[src/rtl/lsu_pkg.sv]
// Shared definitions for the load/store unit: RV32 width codes, FSM encoding
// and the default data memory size.
package lsu_pkg;

    localparam int MEM_SIZE_DEFAULT = 1024;

    localparam logic [2:0] F3_B  = 3'd0;
    localparam logic [2:0] F3_H  = 3'd1;
    localparam logic [2:0] F3_W  = 3'd2;
    localparam logic [2:0] F3_BU = 3'd4;
    localparam logic [2:0] F3_HU = 3'd5;

    typedef enum logic [1:0] {
        ST_IDLE  = 2'd0,
        ST_READ  = 2'd1,
        ST_WRITE = 2'd2,
        ST_RESP  = 2'd3
    } lsu_state_e;

    // Stores only have signed-looking codes B/H/W; loads add the unsigned BU/HU.
    function automatic logic funct3_legal(input logic we, input logic [2:0] f3);
        logic ok;
        if (we) begin
            ok = (f3 == F3_B) || (f3 == F3_H) || (f3 == F3_W);
        end else begin
            ok = (f3 == F3_B) || (f3 == F3_H) || (f3 == F3_W) ||
                 (f3 == F3_BU) || (f3 == F3_HU);
        end
        return ok;
    endfunction

endpackage

[src/rtl/lsu_align.sv]
// Byte-lane steering for the load/store unit: little-endian lane extraction
// with sign/zero extension, sub-word store merge and alignment checking.
module lsu_align
    import lsu_pkg::*;
(
    input  logic [1:0]  addr_lo_i,
    input  logic [2:0]  funct3_i,
    input  logic [31:0] rbuf_i,
    input  logic [31:0] wdata_i,
    output logic [31:0] store_word_o,
    output logic [31:0] load_word_o,
    output logic        misalign_o
);

    logic [7:0]  byte_sel;
    logic [15:0] half_sel;

    always_comb begin
        byte_sel = rbuf_i[7:0];
        case (addr_lo_i)
            2'd0:    byte_sel = rbuf_i[7:0];
            2'd1:    byte_sel = rbuf_i[15:8];
            2'd2:    byte_sel = rbuf_i[23:16];
            default: byte_sel = rbuf_i[31:24];
        endcase
        half_sel = addr_lo_i[1] ? rbuf_i[31:16] : rbuf_i[15:0];
    end

    // Width is funct3[1:0]; code 3 is illegal and reported elsewhere, not here.
    always_comb begin
        misalign_o = 1'b0;
        case (funct3_i[1:0])
            2'd1:    misalign_o = addr_lo_i[0];
            2'd2:    misalign_o = (addr_lo_i != 2'd0);
            default: misalign_o = 1'b0;
        endcase
    end

    always_comb begin
        load_word_o = '0;
        case (funct3_i)
            F3_B:    load_word_o = {{24{byte_sel[7]}}, byte_sel};
            F3_H:    load_word_o = {{16{half_sel[15]}}, half_sel};
            F3_W:    load_word_o = rbuf_i;
            F3_BU:   load_word_o = {24'd0, byte_sel};
            F3_HU:   load_word_o = {16'd0, half_sel};
            default: load_word_o = '0;
        endcase
    end

    always_comb begin
        store_word_o = rbuf_i;
        case (funct3_i[1:0])
            2'd0: begin
                case (addr_lo_i)
                    2'd0:    store_word_o[7:0]   = wdata_i[7:0];
                    2'd1:    store_word_o[15:8]  = wdata_i[7:0];
                    2'd2:    store_word_o[23:16] = wdata_i[7:0];
                    default: store_word_o[31:24] = wdata_i[7:0];
                endcase
            end
            2'd1: begin
                if (addr_lo_i[1]) begin
                    store_word_o[31:16] = wdata_i[15:0];
                end else begin
                    store_word_o[15:0] = wdata_i[15:0];
                end
            end
            2'd2:    store_word_o = wdata_i;
            default: store_word_o = rbuf_i;
        endcase
    end

endmodule

[src/rtl/load_store_unit.sv]
// Single-outstanding load/store unit in front of a word-wide data memory
// without byte enables; sub-word stores are done as read-modify-write.
module load_store_unit
    import lsu_pkg::*;
#(
    parameter int MEM_SIZE = MEM_SIZE_DEFAULT
) (
    input  logic        clk,
    input  logic        rst_n,
    input  logic        req_valid,
    output logic        req_ready,
    input  logic        req_we,
    input  logic [2:0]  req_funct3,
    input  logic [31:0] req_addr,
    input  logic [31:0] req_wdata,
    output logic        resp_valid,
    output logic [31:0] resp_rdata,
    output logic        resp_err,
    output logic        mem_we,
    output logic [31:0] mem_waddr,
    output logic [31:0] mem_wdata,
    output logic [31:0] mem_raddr,
    input  logic [31:0] mem_rdata,
    output lsu_state_e  dbg_state
);

    localparam logic [31:0] MEM_LIMIT = 32'(MEM_SIZE);

    // Handshake: a request is taken on a rising edge where req_valid and
    // req_ready are both high; req_ready is high only in IDLE, and the
    // response is a single-cycle resp_valid pulse with no backpressure.

    lsu_state_e  state_q;
    logic        we_q;
    logic [2:0]  funct3_q;
    logic [31:0] addr_q;
    logic [31:0] wdata_q;
    logic [31:0] rbuf_q, rbuf_d;
    logic        mem_we_q;
    logic [31:0] mem_waddr_q, mem_wdata_q, mem_raddr_q;
    logic        resp_valid_q, resp_err_q;
    logic [31:0] resp_rdata_q;

    logic [1:0]  align_addr;
    logic [2:0]  align_f3;
    logic [31:0] store_word, load_word;
    logic        misalign;
    logic        req_err;
    logic        req_fire;

    // In IDLE the aligner only checks the incoming request; afterwards it
    // works on the latched request and the word being read this cycle.
    assign align_addr = (state_q == ST_IDLE) ? req_addr[1:0] : addr_q[1:0];
    assign align_f3   = (state_q == ST_IDLE) ? req_funct3    : funct3_q;
    assign rbuf_d     = (state_q == ST_READ) ? mem_rdata     : rbuf_q;

    lsu_align u_align (
        .addr_lo_i   (align_addr),
        .funct3_i    (align_f3),
        .rbuf_i      (rbuf_d),
        .wdata_i     (wdata_q),
        .store_word_o(store_word),
        .load_word_o (load_word),
        .misalign_o  (misalign)
    );

    assign req_err  = misalign || !funct3_legal(req_we, req_funct3) ||
                      (req_addr >= MEM_LIMIT);
    assign req_fire = req_valid && (state_q == ST_IDLE);

    always_ff @(posedge clk or negedge rst_n) begin
        if (!rst_n) begin
            state_q      <= ST_IDLE;
            we_q         <= 1'b0;
            funct3_q     <= '0;
            addr_q       <= '0;
            wdata_q      <= '0;
            rbuf_q       <= '0;
            mem_we_q     <= 1'b0;
            mem_waddr_q  <= '0;
            mem_wdata_q  <= '0;
            mem_raddr_q  <= '0;
            resp_valid_q <= 1'b0;
            resp_rdata_q <= '0;
            resp_err_q   <= 1'b0;
        end else begin
            mem_we_q     <= 1'b0;
            resp_valid_q <= 1'b0;
            rbuf_q       <= rbuf_d;
            case (state_q)
                ST_IDLE: begin
                    if (req_fire) begin
                        we_q     <= req_we;
                        funct3_q <= req_funct3;
                        addr_q   <= req_addr;
                        wdata_q  <= req_wdata;
                        if (req_err) begin
                            state_q      <= ST_RESP;
                            resp_valid_q <= 1'b1;
                            resp_err_q   <= 1'b1;
                            resp_rdata_q <= '0;
                        end else if (req_we && (req_funct3 == F3_W)) begin
                            state_q     <= ST_WRITE;
                            mem_we_q    <= 1'b1;
                            mem_waddr_q <= {req_addr[31:2], 2'b00};
                            mem_wdata_q <= req_wdata;
                        end else begin
                            state_q     <= ST_READ;
                            mem_raddr_q <= {req_addr[31:2], 2'b00};
                        end
                    end
                end
                ST_READ: begin
                    if (we_q) begin
                        state_q     <= ST_WRITE;
                        mem_we_q    <= 1'b1;
                        mem_waddr_q <= {addr_q[31:2], 2'b00};
                        mem_wdata_q <= store_word;
                    end else begin
                        state_q      <= ST_RESP;
                        resp_valid_q <= 1'b1;
                        resp_err_q   <= 1'b0;
                        resp_rdata_q <= load_word;
                    end
                end
                ST_WRITE: begin
                    state_q      <= ST_RESP;
                    resp_valid_q <= 1'b1;
                    resp_err_q   <= 1'b0;
                    resp_rdata_q <= '0;
                end
                default: begin
                    state_q      <= ST_IDLE;
                    resp_err_q   <= 1'b0;
                    resp_rdata_q <= '0;
                end
            endcase
        end
    end

    assign req_ready  = (state_q == ST_IDLE);
    assign resp_valid = resp_valid_q;
    assign resp_rdata = resp_rdata_q;
    assign resp_err   = resp_err_q;
    assign mem_we     = mem_we_q;
    assign mem_waddr  = mem_waddr_q;
    assign mem_wdata  = mem_wdata_q;
    assign mem_raddr  = mem_raddr_q;
    assign dbg_state  = state_q;

endmodule

[config.mk]
export PLATFORM = sky130hd
export DESIGN_NAME = load_store_unit
export DESIGN_NICKNAME = d
export VERILOG_FILES = /design/src/rtl/lsu_pkg.sv /design/src/rtl/lsu_align.sv /design/src/rtl/load_store_unit.sv
export SDC_FILE = /design/constraint.sdc
export NUM_CORES = 1
export LEC_CHECK = 0
export CAP_MARGIN = 25
export CORE_MARGIN = 3
export CORE_UTILIZATION = 25
export DETAILED_ROUTE_END_ITERATION = 8
export PLACE_DENSITY = 0.5
export SLEW_MARGIN = 25
export SYNTH_ARGS = -nofsm -noshare
export SYNTH_HDL_FRONTEND = slang
export SYNTH_HIERARCHICAL = 1
export SYNTH_SLANG_ARGS = --single-unit
[constraint.sdc]
create_clock -name clk -period 3.76 [get_ports clk]
set_input_delay 0.564 -clock clk [delete_from_list [all_inputs] [get_ports clk]]
set_output_delay 0.564 -clock clk [all_outputs]
set_load 0.03 [all_outputs]
After elaboration in Yosys (flattened, before gate mapping)
Index checks and enable logic that the tools add are counted.
W data, S select, Z words.
{ "word_totals": {"out_inout_bits": 134, "word_cells": 104, "regBits": 231} }
{ "classes": {"mux": 47, "n_bitwise": 2, "n_eq_ne": 20, "n_reduce_logical": 21, "magnitude_cmp": 1} }
{ "ops": {"columns": ["op", "count"], "rows": [
  ["$mux W32", 12],
  ["$pmux W32 S2", 3],
  ["$pmux W32 S5", 1],
  ["$pmux W32 S3", 1],
  ["$mux W16", 3],
  ["$ge A32 B11 Y1 const B", 1],
  ["$mux W8", 4],
  ["$pmux W8 S3", 1],
  ["$eq A3 B3 Y1 const B", 4],
  ["$mux W1", 12],
  ["$mux W2", 4],
  ["$eq A2 B1 Y1 const B", 3],
  ["$eq A2 B2 Y1 const B", 3],
  ["$eq A3 B1 Y1 const B", 2],
  ["$eq A3 B2 Y1 const B", 2],
  ["$logic_not A2 Y1", 3],
  ["$logic_not A3 Y1", 2],
  ["$logic_or A1 B1 Y1", 6],
  ["$ne A2 B1 Y1 const B", 3],
  ["$ne A2 B2 Y1 const B", 3],
  ["$pmux W1 S2", 3],
  ["$pmux W2 S3", 1],
  ["$reduce_and A5 Y1", 1],
  ["$reduce_and A4 Y1", 1],
  ["9 further kinds", 12]
]} }

Longest topological paths before layout
Gate-level depths: netlist (run 1).
{ "logic_depth": {"depth_word": 12, "ltp_mapped": 16, "mapped_depth_nobuf": 12} }

Hierarchy
Netlist (run 1), hierarchy kept.
{ "by_module_without_submodules": {"columns": ["module", "seq_area_each_um2", "instances", "cells_per_inst", "area_per_inst_um2"], "rows": [
  ["load_store_unit", 5730.5, 1, 675, 9105.0],
  ["lsu_align", 0.0, 1, 255, 1726.7]
]} }

Worst setup path after synthesis (run 1)
Ideal clock, no wire load.
{ "synth_path": {"kind": "reg-to-reg", "start": "reg state_q[0], in the netlist dbg_state[0]", "end": "reg mem_raddr_q[2], in the netlist mem_raddr[2]", "setup_slack_ns": -0.301, "period_less_slack_ns": 4.061, "t_arrival_ns": 3.936, "setup_ns": 0.125, "required_time_ns": 3.635, "stages_incl_launch_ff": 16, "path_cell_list": "dfrtp_1 inv_1 ha_1 clkbuf_1 mux2_2 ha_1 buf_2 clkbuf_1 o21ai_0 a21boi_0 nor4_1 nand4_1 or2_1 nor3_1 buf_2 mux2_2"} }
{ "synth_between": {"elab_chain_len": 8, "elab_cells_between_ends": 12, "cone_classes": "2 x eq/ne; 3 x mux; 1 x bitwise; 6 x reduce/logical"} }
{ "synth_rtl": {"columns": ["item", "line", "text"], "rows": [
  ["start, declared", "load_store_unit.sv:33", "lsu_state_e state_q;"],
  ["start signal, assigned", "load_store_unit.sv:73", "state_q <= ST_IDLE;"],
  ["start signal, assigned", "load_store_unit.sv:98", "state_q <= ST_RESP;"],
  ["start signal, assigned", "load_store_unit.sv:103", "state_q <= ST_WRITE;"],
  ["$logic_not A2 Y1 (*)", null, null],
  ["named net req_ready", "load_store_unit.sv:11", "output logic req_ready,"],
  ["$mux W3 (*)", "load_store_unit.sv:54", "assign align_f3 = (state_q == ST_IDLE) ? req_funct3 : funct3_q;"],
  ["named net align_f3[1]", "load_store_unit.sv:45", "logic [2:0] align_f3;"],
  ["$eq A2 B2 Y1 or $eq A2 B1 Y1 (tied branches)", "lsu_align.sv:32", "case (funct3_i[1:0])"],
  ["$pmux W1 S2 (*)", "lsu_align.sv:32", null],
  ["named net misalign", "load_store_unit.sv:47", "logic misalign;"],
  ["$logic_or A1 B1 Y1 (*) (2 in series)", "load_store_unit.sv:67", "assign req_err = misalign || !funct3_legal(req_we, req_funct3) ||"],
  ["$not A1 Y1 (no source line) (*)", null, null],
  ["$reduce_and A4 Y1 (no source line) (*)", null, null],
  ["end signal, assigned", "load_store_unit.sv:109", "mem_raddr_q <= {req_addr[31:2], 2'b00};"],
  ["end, declared", "load_store_unit.sv:40", "logic [31:0] mem_waddr_q, mem_wdata_q, mem_raddr_q;"]
]} }
The timed path passes the listed nets; every way through them passes the cells marked *.
A chain may end at the register's enable or synchronous reset.

Final worst setup path (run 1)
{ "layout_path": {"start": "reg state_q[1], in the netlist dbg_state[1]", "end": "reg mem_wdata_q[28], in the netlist mem_wdata[28]"} }
{ "layout_between": {"elab_chain_len": 8, "elab_cells_between_ends": 28, "cone_classes": "9 x eq/ne; 9 x mux; 10 x reduce/logical"} }
{ "layout_rtl": {"columns": ["item", "line", "text"], "rows": [
  ["$logic_not A2 Y1 (*)", "load_store_unit.sv:54", null],
  ["$mux W3 (*)", "load_store_unit.sv:54", null],
  ["named net align_f3[0]", "load_store_unit.sv:45", null],
  ["$eq A2 B2 Y1 or $eq A2 B1 Y1 (tied branches)", "lsu_align.sv:32", null],
  ["$pmux W1 S2 (*)", "lsu_align.sv:32", null],
  ["named net misalign", "load_store_unit.sv:47", null],
  ["$logic_or A1 B1 Y1 (*) (2 in series)", "load_store_unit.sv:67", null],
  ["$ne A2 B2 Y1 (no source line) (*)", null, null],
  ["$reduce_and A5 Y1 (no source line) (*)", null, null],
  ["end signal, assigned", "load_store_unit.sv:106", "mem_wdata_q <= req_wdata;"],
  ["end signal, assigned", "load_store_unit.sv:118", "mem_wdata_q <= store_word;"],
  ["end, declared", "load_store_unit.sv:40", null]
]} }
The timed path passes the listed nets; every way through them passes the cells marked *. The select of a mux whose other input is x is not followed.

==> results of run 1 <==
==> flip-flops by register name, indices dropped and copies added, names as in the netlist, 2 cells and up <==
signal	count
addr_q	32
mem_waddr	30
mem_raddr	30
dbg_state	2
wdata_q	32
mem_wdata	32
resp_rdata	32
funct3_q	3
rbuf_q	32
==> through the flow <==
stage,setup WS (ns),cell area (µm²),util [%],total power [W],TNS [ns]
global route,-0.00516,14800,34.9,0.0156,-0.0154
detailed placement,0.0492,13800,32.6,0.0120,0
floorplan,0.0424,10900,-,0.00921,0
finish,0.268,14800,34.9,0.0147,0
CTS,0.144,14800,34.8,0.0148,0
global placement,0.263,13800,32.6,0.0119,0
==> layer usage <==
metal / vias up / global-route usage [%] / share of wire, %
met5: - / 0 / 0.15
met2: 244 / 24.8 / 47
met4: 8 / 2.77 / 1.9
met1: 3997 / 19.7 / 44
li1: 3799 / - / -
met3: 52 / 4.70 / 7.4
==> cell families (layout without fill, tap and decap cells) <==
| group | after synthesis | after routing | share of synthesized area, % |
|---|---|---|---|
| other cells | 1 | 5 | 0.0346 |
| flops | 229 | 229 | 52.9 |
| simple gates | 182 | 182 | 7.89 |
| compound gates | 228 | 228 | 14.6 |
| mux | 195 | 195 | 19.6 |
| fa+ha+maj | 8 | 8 | 0.924 |
| buf+inv | 87 | 324 | 4.02 |
==> synthesized netlist by cell type, drive strengths merged, types with 6 or more instances <==
cell type / number / area (µm²)
a21oi: 99 / 511
a221o: 24 / 240
a222oi: 9 / 90.1
a22o: 40 / 350
buf: 42 / 267
clkbuf: 30 / 113
dfrtp: 229 / 5730
ha: 8 / 100
inv: 15 / 56.3
mux2: 126 / 1440
mux2i: 69 / 691
nand2: 41 / 154
nand3b: 6 / 45.0
nor2: 80 / 303
nor2b: 32 / 208
o21a: 10 / 75.1
o21ai: 28 / 140
==> area by class of cell <==
cell class	count	area (µm²)	share of cell area, %
antenna	1	2.50	0.0169
clock buffer	40	827	5.58
clock inverter	8	118	0.794
inverter	15	56.3	0.380
multi-input combinational	617	4730	31.9
sequential	229	5730	38.7
tap	577	722	4.87
timing repair buffer	261	2630	17.8
==> power by group through the flow <==
| stage | clock, W | combinational [W] | sequential, W |
|---|---|---|---|
| final | 0.00278 | 0.00779 | 0.00410 |
| after detailed placement | 0 | 0.00783 | 0.00413 |
| after CTS | 0.00288 | 0.00785 | 0.00411 |
| after global placement | 0 | 0.00775 | 0.00411 |
| after floorplan | 0 | 0.00439 | 0.00482 |
| after global routing | 0.00297 | 0.00837 | 0.00424 |
==> timing repair <==
| action | CTS | global route |
|---|---|---|
| setup endpoints to repair | 0 | 47 |
| gates resized for setup | 0 | 3 |
| setup buffers | 0 | 2 |
==> final timing paths <==
path,cells past startpoint,slack (ns),start,end
setup / recovery,13,0.27,dbg_state[1],mem_wdata[28]
hold / removal,1,0.007,rst_n,mem_wdata[1]
setup reg to reg,13,0.27,dbg_state[1],mem_wdata[28]
hold reg to reg,1,0.50,mem_raddr[19],mem_raddr[19]
max in group asynchronous,2,2.79,rst_n,mem_waddr[29]
min in group clk,1,0.50,mem_raddr[19],mem_raddr[19]
==> results.yml, run 1 <==
clocking:
  cts.htree.levels: 1
  root_buffer: "clkbuf_16"
  path_clk_slew_ns: 0.06
  cts_tree: "yes"
  cts_made_buffers: 28
  cts.path.max_buffers: 3
  cts.sinks: 229
  insertion_delay_ns: 0.55
  cts-hold-fix-buffers: 0
sta:
  relSlewSlack_pct: 52.8
  fin_crit_sh_pct: 92.9
  final_hold_viol_count: 0
  slew_violations: 0
  hold_slack_ns: 0.00712
  setup_viol: 0
  period_needed_ns: 3.49
  finClkSkew_ns: 0.00930
  fmax_mhz: 286
  tightest_slew_ns: 0.709
status:
  outcome: "complete, no violations"
power:
  p_switching_w: 0.00616
  vdd_drop_max_mv: 0.541
  power_frac_clock_pct: 18.9
  combPwrFrac_pct: 53.1
  swShare_pct: 42.0
  power.leakage_nw: 6.18
  powerDensity_nw_per_um2: 990
  pwr-share-seq_pct: 28.0
  p_int_w: 0.00851
worst_setup_path:
  crit_arrival_ns: 3.96
  path_buf_inv: 3
  path_max_fanout: 44
  crit_type: "reg2reg"
  crit_chain: "inv_1 -> ha_2 -> mux2_2 -> ha_1 -> o21ai_0 -> a21boi_0 -> nor4_1 -> nand4_1 -> o41ai_4 -> buf_4 -> buf_8 -> nor2_1 -> a21oi_1"
  worst_setup_path_end_kind: "flip-flop"
  cpLargestDelayFamily: "compound AO/OA/AOI/OAI gates"
  critPathMaxStageDelay_ns: 0.44
  critPathLaunchType: "flip-flop"
  required_ns: 4.23
  slowest_stage: "dfrtp_2"
detailed_routing:
  wl_um: 36300
  drtIter0Drc: 406
  avgRoutedWirePerCell_um: 20.8
  viasPerCell: 4.63
  postRouteAntennaNets: 0
  detail_route.first_pass.iterations: 7
  vias: 8100
  route.detailed.drc: 0
run:
  max-cap-violations: 0
synthesis:
  synth-edff-count: 0
  syn_area_um2: 10800
  synthArstFlopShare_pct: 100
  synth.yosys.seq_area_share_pct: 52.9
  postSynthCellCount: 930
  syn_area_per_cell_um2: 11.6
  yosys_warnings: 6
  synth_cell_types: 48
  ys_ff_latch: 229
  synth_flop_cell: "dfrtp_1"
cells_and_area:
  fillers: 4253
  mostFrequentLayoutCell: "clkdlybuf4s50_1"
  instances_no_fill: 1748
  mostFrequentLayoutCells: "clkdlybuf4s50_1, dfrtp_1, mux2_2"
  area_growth_pct: 36.8
  drive_above_1_share_pct: 18.5
  final_nets: 1263
die:
  start_util_pct: 25.5
  die_w_um: 214
  die_y_um: 214
  placementRows: 75
  core_area_um2: 42400
  die_area_um2: 45900
  ios: 237
global_routing:
  grt_pass1_wl_um: 54000
  grt_max_degree: 89
  grt_antenna_before_repair: 5
  grt.overflow.total: 0
  grt_pass1_vias: 8404
  grt_use_total_pct: 15.1
placed_design:
  gp_congestion: 0.761
  dp_hpwl_um: 25300
  io_buffers: 232
  place_inst: 1696
hold_path:
  min_path_type: "in2async"
No activity file was read; power rests on OpenSTA's default activity.
==> inputs of run 2 (changes only) <==
--- a/config.mk
+++ b/config.mk
@@ -5,13 +5,13 @@
 export SDC_FILE = /design/constraint.sdc
 export NUM_CORES = 1
 export LEC_CHECK = 0
-export CAP_MARGIN = 25
+export CAP_MARGIN = 20
 export CORE_MARGIN = 3
 export CORE_UTILIZATION = 25
+export CTS_CLUSTER_SIZE = 25
 export DETAILED_ROUTE_END_ITERATION = 8
 export PLACE_DENSITY = 0.5
 export SLEW_MARGIN = 25
 export SYNTH_ARGS = -nofsm -noshare
 export SYNTH_HDL_FRONTEND = slang
-export SYNTH_HIERARCHICAL = 1
 export SYNTH_SLANG_ARGS = --single-unit
==> results.yml, run 2 <==
sta:
  tightest_slew_ns: 1.01
  final_hold_viol_count: 0
  fmax_mhz: 298
  period_needed_ns: 3.35
  tns_ns: 0
  slew_violations: 0
  relSlewSlack_pct: 31.7
  rsz0062_at_grt: "false"
  finClkSkew_ns: 0.0154
  hold_slack_ns: 0.0203
  fin_crit_sh_pct: 89.1
  setup_viol: 0
worst_setup_path:
  slowest_stage: "o21ai_0"
  path_max_fanout: 19
  crit_type: "reg2reg"
  required_ns: 4.20
  crit_chain: "inv_1 -> ha_1 -> buf_4 -> mux2_4 -> o21ai_0 -> a21boi_0 -> o32a_1 -> mux2_2"
  worst_setup_path_end_kind: "flip-flop"
  crit_arrival_ns: 3.79
  critPathLaunchType: "flip-flop"
  critPathMaxStageDelay_ns: 0.84
synthesis:
  synthXorXnorAreaFrac_pct: 0
  synthArstFlopShare_pct: 100
  syn_area_per_cell_um2: 12.2
  syn_area_um2: 11100
  postSynthCellCount: 910
  synth_top_family_by_area: "multiplexers"
  synth-compound-area-share_pct: 15.1
  synth.yosys.seq_area_share_pct: 51.6
  yosys.cell_count.top_type: "dfrtp_1"
  synth_flop_cell: "dfrtp_1"
  synth_area_leaders: "dfrtp_1, mux2_2, a22o_1"
  synth_cell_types: 65
  ys_ff_latch: 229
  yosys_warnings: 0
  synthAdderAreaFrac_pct: 0.901
  synth-edff-count: 0
  synthMuxAreaShare_pct: 21.5
  yosysTopAreaCellShare_pct: 51.6
  ys_top_cells_by_count: "dfrtp_1, mux2_2, nand2_1"
  yosysTopAreaCell: "dfrtp_1"
  yosys.area_share.simple_pct: 7.07
placed_design:
  dpl_cell_area_um2: 14200
  io_buffers: 232
  dp_hpwl_um: 28800
  gp_congestion: 0.839
clocking:
  cts_tree: "yes"
  cts_made_buffers: 29
  cts.htree.levels: 1
  cts_setup_buffers: 0
  root_buffer: "clkbuf_16"
  cts.path.max_buffers: 3
  insertion_delay_ns: 0.56
  path_clk_slew_ns: 0.06
  cts.repair.resized: 0
  cts-hold-fix-buffers: 0
  cts.sinks: 229
cells_and_area:
  mostFrequentLayoutCells: "clkdlybuf4s50_1, dfrtp_1, mux2_2"
  stdcell_area_um2: 15200
  area_growth_pct: 37.0
  fillers: 4337
  mostFrequentLayoutCell: "clkdlybuf4s50_1"
  drive_above_1_share_pct: 24.0
  final_nets: 1264
  finish.utilization_pct: 35.0
die:
  start_util_pct: 25.6
  die_w_um: 217
  core_area_um2: 43500
  die_area_um2: 47000
  placementRows: 76
  ios: 237
  die_y_um: 217
global_routing:
  grt_antenna_before_repair: 4
  grt_pass1_wl_um: 58900
  grt_max_degree: 83
  grt.overflow.total: 0
  grt_pass1_vias: 9059
  grt_use_total_pct: 16.3
hold_path:
  min_path_type: "in2async"
detailed_routing:
  viasPerCell: 4.87
  vias: 8579
  drtIter0Drc: 586
  avgRoutedWirePerCell_um: 22.3
  wl_um: 39300
  postRouteAntennaNets: 0
  route.detailed.drc: 0
  detail_route.first_pass.iterations: 6
power:
  vdd_drop_max_mv: 0.407
  power.leakage_nw: 6.19
  powerDensity_nw_per_um2: 969
status:
  outcome: "complete, no violations"
run:
  max-cap-violations: 0
[run 2: cell count changes in the layout (fill, tap and decap cells not counted), sizes merged, moves of 13 or more]
cell,delta
nor2b,-19
nor2,-60
o211ai,+27
inv,+13
mux2,+67
and2,+24
o2bb2ai,+16
a22o,-13
a221o,-24
mux2i,-48
a21oi,-71
[run 2: final cells by class]
class	count	area [µm²]	share of cell area, %
tap	585	732	4.81
timing repair buffer	270	2680	17.6
clock inverter	11	160	1.05
sequential	229	5730	37.7
clock buffer	41	811	5.33
inverter	28	105	0.691
multi-input combinational	595	5000	32.8
antenna	2	5.00	0.0329
[run 2: cells by family after synthesis]
| family | count (synthesis) |
|---|---|
| AOI/OAI and AO/OA | 218 |
| adders and majority gates | 8 |
| buffers and inverters | 89 |
| DFF | 229 |
| muxes | 214 |
| other | 1 |
| and+or+nand+nor | 151 |
[run 2: routing by layer]
layer,routed length [µm],vias up,GRT usage [%]
met2,18500,311,26.8
met3,2670,62,4.02
met4,1050,4,4.64
li1,-,3897,-
met5,22,-,0
met1,17100,4305,21.5
[run 2: worst max-delay path, delay by kind of cell (launching register included)]
| kind | cells | cell delay, ns |
|---|---|---|
| buffers and inverters | 2 | 0.38 |
| AO/OA/AOI/OAI | 3 | 1.44 |
| flip-flops | 1 | 0.46 |
| multiplexers | 2 | 0.72 |
| adder cells (fa/ha/maj) | 1 | 0.22 |
[run 2: per-stage QoR]
step	setup slack [ns]	cells	total power (W)
after floorplan	0.339	913	0.00890
after global placement	0.437	1706	0.0118
after detailed placement	0.377	1707	0.0119
after CTS	0.408	1759	0.0148
after global routing	0.203	1761	0.0156
final	0.408	1761	0.0147
[run 2: power by group]
part	switching (W)	total (W)	internal [W]
clock	0.00110	0.00286	0.00176
sequential	0.000566	0.00404	0.00347
combinational	0.00457	0.00784	0.00327
[run 2: path summary, 6_finish.rpt]
path	from	end	slack (ns)	cells past startpoint
max in group asynchronous	rst_n	mem_waddr[2]	2.89	2
max	dbg_state[0]	mem_wdata[21]	0.41	8
max reg2reg	dbg_state[0]	mem_wdata[21]	0.41	8
min in group clk	mem_raddr[13]	mem_raddr[13]	0.48	1
min reg2reg	mem_raddr[13]	mem_raddr[13]	0.48	1
min	rst_n	resp_rdata[10]	0.02	1
